===== config.mk =====
export PLATFORM = sky130hd
export DESIGN_NAME = regfile_write_arbiter
export DESIGN_NICKNAME = d
export VERILOG_FILES = /design/src/rtl/regfile_write_arbiter.sv
export SDC_FILE = /design/constraint.sdc
export NUM_CORES = 1
export LEC_CHECK = 0
export CAP_MARGIN = 40
export CORE_ASPECT_RATIO = 2
export CORE_MARGIN = 3
export CORE_UTILIZATION = 48
export DETAILED_ROUTE_END_ITERATION = 12
export PLACE_DENSITY = 0.73
export SLEW_MARGIN = 0
export SYNTH_ARGS = -nofsm -noshare
export SYNTH_HDL_FRONTEND = slang
export SYNTH_SLANG_ARGS = --single-unit

===== constraint.sdc =====
create_clock -name clk -period 3.41 [get_ports clk]
set_input_delay 0.682 -clock clk [delete_from_list [all_inputs] [get_ports clk]]
set_output_delay 0.682 -clock clk [all_outputs]
set_load 0.005 [all_outputs]

===== src/rtl/regfile_write_arbiter.sv =====
// Two-requester write arbiter for the register file's single write port.
// Each requester has its own FIFO; a round-robin grant drains them into a registered write port.
module regfile_write_arbiter #(
    parameter int unsigned DATA_W  = 32,
    parameter int unsigned ADDR_W  = 5,
    parameter int unsigned DEPTH   = 2,
    parameter int unsigned DROP_R0 = 1
) (
    input  logic              clk,
    input  logic              rst_n,

    input  logic              req0_valid,
    output logic              req0_ready,
    input  logic [ADDR_W-1:0] req0_addr,
    input  logic [DATA_W-1:0] req0_data,

    input  logic              req1_valid,
    output logic              req1_ready,
    input  logic [ADDR_W-1:0] req1_addr,
    input  logic [DATA_W-1:0] req1_data,

    output logic              rf_we,
    output logic [ADDR_W-1:0] rf_wr,
    output logic [DATA_W-1:0] rf_data,

    input  logic [ADDR_W-1:0] q_addr,
    output logic              q_hit,
    output logic              idle
);

    localparam int unsigned PW = $clog2(DEPTH);
    localparam int unsigned CW = $clog2(DEPTH + 1);
    localparam logic [CW-1:0] FULL = CW'(DEPTH);

    logic [1:0]        in_valid;
    logic [ADDR_W-1:0] in_addr   [2];
    logic [DATA_W-1:0] in_data   [2];
    logic [ADDR_W-1:0] head_addr [2];
    logic [DATA_W-1:0] head_data [2];
    logic [1:0]        ready;
    logic [1:0]        push;
    logic [1:0]        nonempty;
    logic [1:0]        buf_hit;
    logic [1:0]        gnt;

    logic              rr_ptr_q;
    logic              rf_we_q;
    logic [ADDR_W-1:0] rf_wr_q;
    logic [DATA_W-1:0] rf_data_q;

    assign in_valid   = {req1_valid, req0_valid};
    assign in_addr[0] = req0_addr;
    assign in_addr[1] = req1_addr;
    assign in_data[0] = req0_data;
    assign in_data[1] = req1_data;

    for (genvar g = 0; g < 2; g++) begin : g_fifo
        logic [ADDR_W-1:0] mem_addr [DEPTH];
        logic [DATA_W-1:0] mem_data [DEPTH];
        logic [PW-1:0]     wptr_q;
        logic [PW-1:0]     rptr_q;
        logic [CW-1:0]     count_q;
        logic              hit;

        // Ready comes from the registered count only: a full FIFO never accepts, even when popping.
        assign ready[g]     = rst_n && (count_q != FULL);
        assign push[g]      = in_valid[g] && ready[g];
        assign nonempty[g]  = (count_q != '0);
        assign head_addr[g] = mem_addr[rptr_q];
        assign head_data[g] = mem_data[rptr_q];
        assign buf_hit[g]   = hit;

        always_ff @(posedge clk or negedge rst_n) begin
            if (!rst_n) begin
                wptr_q  <= '0;
                rptr_q  <= '0;
                count_q <= '0;
            end else begin
                if (push[g]) begin
                    wptr_q <= wptr_q + 1'b1;
                end
                if (gnt[g]) begin
                    rptr_q <= rptr_q + 1'b1;
                end
                if (push[g] && !gnt[g]) begin
                    count_q <= count_q + 1'b1;
                end else if (!push[g] && gnt[g]) begin
                    count_q <= count_q - 1'b1;
                end
            end
        end

        always_ff @(posedge clk) begin
            if (push[g]) begin
                mem_addr[wptr_q] <= in_addr[g];
                mem_data[wptr_q] <= in_data[g];
            end
        end

        // Only the count_q slots starting at the read pointer hold live entries.
        always_comb begin
            hit = 1'b0;
            for (int k = 0; k < DEPTH; k++) begin
                if ((CW'(k) < count_q) && (mem_addr[rptr_q + PW'(k)] == q_addr)) begin
                    hit = 1'b1;
                end
            end
        end
    end

    always_comb begin
        gnt = nonempty;
        if (nonempty == 2'b11) begin
            gnt = rr_ptr_q ? 2'b10 : 2'b01;
        end
    end

    logic              sel;
    logic [ADDR_W-1:0] sel_addr;
    logic [DATA_W-1:0] sel_data;
    logic              sel_drop;

    assign sel      = gnt[1];
    assign sel_addr = head_addr[sel];
    assign sel_data = head_data[sel];
    assign sel_drop = (DROP_R0 != 0) && (sel_addr == '0);

    always_ff @(posedge clk or negedge rst_n) begin
        if (!rst_n) begin
            rr_ptr_q  <= 1'b0;
            rf_we_q   <= 1'b0;
            rf_wr_q   <= '0;
            rf_data_q <= '0;
        end else if (gnt != 2'b00) begin
            // Priority passes to the requester that was not granted; dropped entries count too.
            rr_ptr_q  <= gnt[0];
            rf_we_q   <= !sel_drop;
            rf_wr_q   <= sel_addr;
            rf_data_q <= sel_data;
        end else begin
            rf_we_q <= 1'b0;
        end
    end

    assign req0_ready = ready[0];
    assign req1_ready = ready[1];
    assign rf_we      = rf_we_q;
    assign rf_wr      = rf_wr_q;
    assign rf_data    = rf_data_q;
    assign q_hit      = (q_addr != '0) && ((buf_hit != 2'b00) || (rf_we_q && (rf_wr_q == q_addr)));
    assign idle       = (nonempty == 2'b00) && !rf_we_q;

endmodule


==> impl_metrics.toml, run 1 <==
[synth]
synth_cells = 497
synthTopCellsByArea = "edfxtp_1, dfrtp_1, mux2_2"
yosysWarnings = 0
yosysSeqAreaShare_pct = 72.2
yosysTopAreaCellShare_pct = 57.1
post_synth.cell_area_avg_um2 = 15.7
synth-async-reset-ratio_pct = 24.1
synth-main-ff-cell = "edfxtp_1"
synth_edf_count = 148
yosysTopAreaCell = "edfxtp_1"
netlist_area_um2 = 7780
mappedNetlistNets = 588
ys_types = 29
ys_ff_latch = 195

[drt]
drcViolationCount = 0
dr.pass1.iters = 4
final_antenna_net_count = 0
wl_mm = 17.0
first_iter_violations = 179
routedWlPerCell_um = 20.2
num_vias = 4503
vias_per_cell = 5.35

[finish]
fin_nets = 716
post_route_cells_drive_above_1_share_pct = 14.3
layout_commonest_cell = "edfxtp_1"
multiInputGateArea_um2 = 2030
seqCellArea_um2 = 5620
fin_cells = 841
fill_cells = 1167
final_area_um2 = 9960
fin_util_pct = 62.8
area_delta_synth_final_pct = 28.0
layout_common_cells = "edfxtp_1, clkdlybuf4s50_1, dfrtp_1"

[power_and_ir_drop]
power.leakage_nw = 3.55
p_per_area_nw_per_um2 = 849
peakVddDrop_v = 0.000582
total_power_mw = 8.46

[worst_setup_path]
cp_top_family = "buffers and inverters"
crit_start = "q_addr[1]"
worstPathRequired_ns = 2.73
crit_path_start_kind = "primary input"
path_cells = "clkdlybuf4s50_1, xor2_1, nand4_1, nor4_2, nor4_1, a21oi_1, clkdlybuf4s50_1"
slowest_stage = "clkdlybuf4s50_1"
crit_buf_inv = 2
arrival_ns = 2.57
end_kind = "output port"
path_max_fanout = 4
max_stage_delay_ns = 0.57
crit_type = "in2out"
cpMostUsedCell = "clkdlybuf4s50_1"
r2r-start = "g_fifo[0].count_q[0]"

[place]
dp_hpwl_mm = 11.8
dp_cells = 805
place_congestion = 0.864
port_buffers = 124
dpl_cell_area_um2 = 9290

[cts]
cts_tree = "built"
cts_hold_buf = 0
numCtsBuffers = 17
clkLatencyLatePin_ns = 0.43
clk_path_buf_depth = 2
cts_root_buffer = "clkbuf_16"
cts.clk_slew.worst_paths_ns = 0.06
cts.sinks = 195
htreeDepth = 4

[floorplan]
initial_core_util_pct = 49.1
die_area_um2 = 17900
fp.dieW_um = 96.0
die_y_um = 186
pin_count = 125
rows = 65
core-area_um2 = 15900

[timing]
timing.final.crit_period_ns = 3.25
clock-skew-final_ns = 0.0121
finalSetupTns_ns = 0
grt_setup_unrepaired = "false"
finalHoldViolCount = 0
setup_viol = 0
max_freq_ghz = 0.308
max-slew-margin-rel_pct = 56.8
post-route-period-util_pct = 95.3
slew_violations = 0
tightestPinTransition_ns = 0.648

[grt]
grt_usage_pct = 20.0
grt_pass1_wl_mm = 25.7
grt.overflow.total = 0
antenna_found_initial = 2
grt_max_degree = 50
first_global_vias = 4793

[hold_path]
hp-class = "in2async"

[status]
run_status = "finished, final reports clean"

[flow_run]
drv_cap = 0
[where the power goes]
part	leakage, nW	internal (mW)	switching, mW
logic	1.36	1.44	1.54
registers	1.89	3.13	0.307
clock network	0.295	1.23	0.817
[worst register-to-register path: stages, from the launching register on]
cell,delay (ns)
dfrtp_1,0.40
inv_1,0.08
ha_1,0.19
nor2b_1,0.31
and3_2,0.62
buf_12,0.26
[cell usage after synthesis, types with 2 or more instances]
master    number
ha_1           8
dfrtp_1       47
edfxtp_1     148
o21ai_0        4
and3_1         2
o22ai_1       26
a21oi_1        6
nor2_1        34
buf_6          3
nand2_1       13
inv_1          7
mux2_2        35
a211oi_1      26
xnor2_1       15
xor2_1        18
nor2b_1       28
clkbuf_1      13
nor4_1         5
nand4_1        4
o221ai_1       6
nor3_1         2
mux2i_1       28
buf_2         13
[path summary, 6_finish.rpt]
check | endpoint | slack [ns] | cells past startpoint
min in group clk | rf_data[6] | 0.51 | 2
worst min-delay path | rf_data[11] | 0.12 | 1
worst min register to register | rf_data[6] | 0.51 | 2
max in group asynchronous | g_fifo[0].rptr_q | 2.42 | 2
worst max-delay path | q_hit | 0.16 | 7
worst max register to register | g_fifo[0].mem_data[1][13] | 1.24 | 5
[kinds of logic (layout without fill, tap and decap cells)]
| kind of cell | count (synthesis) | count (layout) | synth area share (%) |
|---|---|---|---|
| AOI/OAI and AO/OA | 71 | 71 | 6.17 |
| xor gates and xnor gates | 33 | 33 | 3.71 |
| muxes | 63 | 63 | 8.66 |
| other | 0 | 2 | 0 |
| adders and majority gates | 8 | 8 | 1.29 |
| DFF | 195 | 195 | 72.2 |
| and+or+nand+nor | 90 | 90 | 5.67 |
| buffers and inverters | 37 | 178 | 2.28 |
[sequential cells by signal, summed over array words and instances, names as in the netlist]
signal           cells
rr_ptr_q             1
g_fifo.count_q       4
rf_data             32
g_fifo.wptr_q        2
g_fifo.mem_addr     20
g_fifo.rptr_q        2
g_fifo.mem_data    128
rf_we                1
rf_wr                5
[metal layers]
metal  up-vias  global-route usage (%)  routed length [um]  share of wire [%]
li1       2119                       -                   -                  -
met1      2219                    21.3                5960                 35
met2       133                    35.9                9760                 57
met3        32                    3.64                 628                3.7
met4         0                    11.5                 660                3.9
met5         -                       0                   0                  0
[area by class of cell]
type	count	share of cell area, %
tap	201	2.52
timing repair buffer	139	14.1
antenna	2	0.0502
inverter	7	0.264
clock buffer	19	4.35
multi-input combinational	265	20.4
sequential	195	56.5
clock inverter	13	1.85
[stage by stage]
stage               hold slack [ns]  setup WS, ns
floorplan                     0.386         0.397
global placement              0.487        0.0733
detailed placement            0.494        0.0305
CTS                           0.107        0.0279
global route                  0.110        0.0397
finish                        0.117         0.159
[what timing repair did]
| item | in CTS | in global routing |
|---|---|---|
| setup buffers | 0 | 2 |
| endpoints found under the setup margin | 0 | 1 |
| resized for setup | 0 | 7 |
(Power assumes the default switching activity.)
==> inputs of run 2 (changes only) <==
Settings changed: CELL_PAD_IN_SITES_DETAIL_PLACEMENT set to 0, CELL_PAD_IN_SITES_GLOBAL_PLACEMENT set to 1, CORE_UTILIZATION 48 to 44, PLACE_DENSITY 0.73 to unset, PLACE_DENSITY_LB_ADDON set to 0.1, SKIP_CTS_REPAIR_TIMING set to 1.
==> run 2 against run 1 <==
- wire length up 8.4%
- sequential share of layout area shrank 0.41 points
- clock-buffer cell count shrank 1
- register-to-register slack got worse by 0.03 ns
- clock skew fell by 0.0044 ns
- critical path depth grew 1
- worst hold slack improved by 0.22 ns
- sequential power barely moved
- total power is 0.61% lower
- largest cell class unchanged
==> impl_metrics.toml, run 2 (synthesized netlist as in run 1, its figures left out) <==
[timing]
max-slew-margin-rel_pct = 51.5
timing.final.crit_period_ns = 2.96
finalSetupTns_ns = 0
tightestPinTransition_ns = 0.728
max_freq_ghz = 0.338
post-route-period-util_pct = 86.9
clock-skew-final_ns = 0.00767
slew_violations = 0
finalHoldViolCount = 0
setup_viol = 0
grt_setup_unrepaired = "false"
whs_ns = 0.340

[drt]
num_vias = 4568
dr.pass1.iters = 4
wl_met1_mm = 6.61
met2_length_mm = 10.7
vias_per_cell = 5.32
wl_mm = 18.4
final_antenna_net_count = 0
routedWlPerCell_um = 21.5
routed-wl-met3_um = 559
topRoutingLayerUsed = "met4"
first_iter_violations = 107
drcViolationCount = 0

[grt]
antenna_found_initial = 0
grt_max_degree = 48
grt_usage_pct = 19.6
grt_pass1_wl_mm = 28.1
first_global_vias = 4995
grt.overflow.total = 0

[worst_setup_path]
path_max_fanout = 6
max_stage_delay_ns = 0.49
worstPathRequired_ns = 2.73
end_kind = "output port"
regToRegSetupSlack_ns = 1.21
crit_start = "g_fifo[0].rptr_q"
path_cells = "buf_12, buf_4, mux2i_1, xnor2_1, nor3_1, nor4_1, a21oi_1, dlymetal6s2s_1"
crit_type = "reg2out"
cp_top_family = "flip-flops"
rr_endpoint = "rf_data[29]"
arrival_ns = 2.28
r2r_cells = 7
crit_buf_inv = 3
crit_path_start_kind = "register"
worstSetupPathDepth = 8
slowest_stage = "dfrtp_4"
r2r-start = "g_fifo[1].count_q[0]"

[floorplan]
pin_count = 125
fp.dieW_um = 100
rows = 68
die_area_um2 = 19400
die_y_um = 194
core-area_um2 = 17300
initial_core_util_pct = 45.1

[finish]
area_delta_synth_final_pct = 29.0
fin_nets = 726
layout_commonest_cell = "edfxtp_1"
n_antenna_cell = 0
top_register = "g_fifo.mem_data"
post_route_cells_drive_above_1_share_pct = 16.8
fill_cells = 1394
fin_cells = 858
largest_reg_flops = 128
layout_common_cells = "edfxtp_1, clkdlybuf4s50_1, dfrtp_1"

[place]
port_buffers = 124
dp_cells = 819
place_congestion = 0.839
dp_hpwl_mm = 12.5

[status]
run_status = "finished, final reports clean"

[power_and_ir_drop]
power_frac_comb_pct = 37.0
p_per_area_nw_per_um2 = 838
power_switching_mw = 2.80
switching_share_pct = 33.4
internal-power_mw = 5.60
seqPwrFrac_pct = 40.6
total_power_mw = 8.41
power_frac_clock_pct = 22.4
peakVddDrop_v = 0.000492
power.leakage_nw = 3.61

[cts]
cts_tree = "built"
numCtsBuffers = 17
htreeDepth = 4
cts_root_buffer = "clkbuf_16"
clkLatencyLatePin_ns = 0.43
clk_path_buf_depth = 2
cts.sinks = 195
cts.clk_slew.worst_paths_ns = 0.07

[flow_run]
drv_cap = 0

[hold_path]
hp-class = "in2async"
## run 2: cell types whose count changed in the layout (fill, tap and decap cells not counted), sizes merged
cell / change
buf: +9
inv: +6
bufinv: -4
clkdlybuf4s50: -2
clkinvlp: -2
diode: -2
dlymetal6s2s: +2
clkinv: +1
## run 2: area by class of cell
type	count	area, um^2	area share (%)
timing repair buffer	149	1470	14.7
clock buffer	18	439	4.37
multi-input combinational	265	2090	20.8
sequential	195	5630	56.0
inverter	7	26.3	0.262
tap	210	263	2.62
clock inverter	14	119	1.18
## run 2: stage by stage
step                worst slack, ns  area [um^2]  util, %
global placement             -0.121         9310     53.9
CTS                          -0.148         9870     57.1
detailed placement           -0.141         9310     53.9
finish                        0.447        10000     58.1
floorplan                     0.397         7780        -
global route                  0.328        10000     58.1
## run 2: routing by layer
layer	GRT usage, %	up-vias
li1	-	2145
met1	20.5	2289
met2	37.5	105
met3	4.03	29
met4	7.25	0
met5	0	-
## run 2: worst max-delay path by stage
| stage | to | slack, ns |
|---|---|---|
| floorplan | g_fifo[0].mem_addr[0][0] | 0.40 |
| global placement | q_hit | -0.12 |
| detailed placement | q_hit | -0.14 |
| CTS | q_hit | -0.15 |
| global route | q_hit | 0.33 |
| finish | q_hit | 0.45 |
## run 2: power groups by stage
stage | Combinational, mW | Sequential (mW) | Clock (mW)
CTS | 2.97 | 3.45 | 1.92
detailed placement | 2.96 | 3.50 | 0
floorplan | 1.79 | 3.39 | 0
global route | 3.42 | 3.47 | 2.02
finish | 3.11 | 3.41 | 1.88
global placement | 2.91 | 3.49 | 0
## run 2: worst register-to-register path, delay by kind of cell (launching register included)
| kind | cells | cell delay [ns] |
|---|---|---|
| AO/OA/AOI/OAI | 2 | 0.72 |
| adder cells (fa/ha/maj) | 1 | 0.26 |
| AND/OR/NAND/NOR | 1 | 0.14 |
| buffers and inverters | 3 | 0.63 |
| flip-flops | 1 | 0.39 |
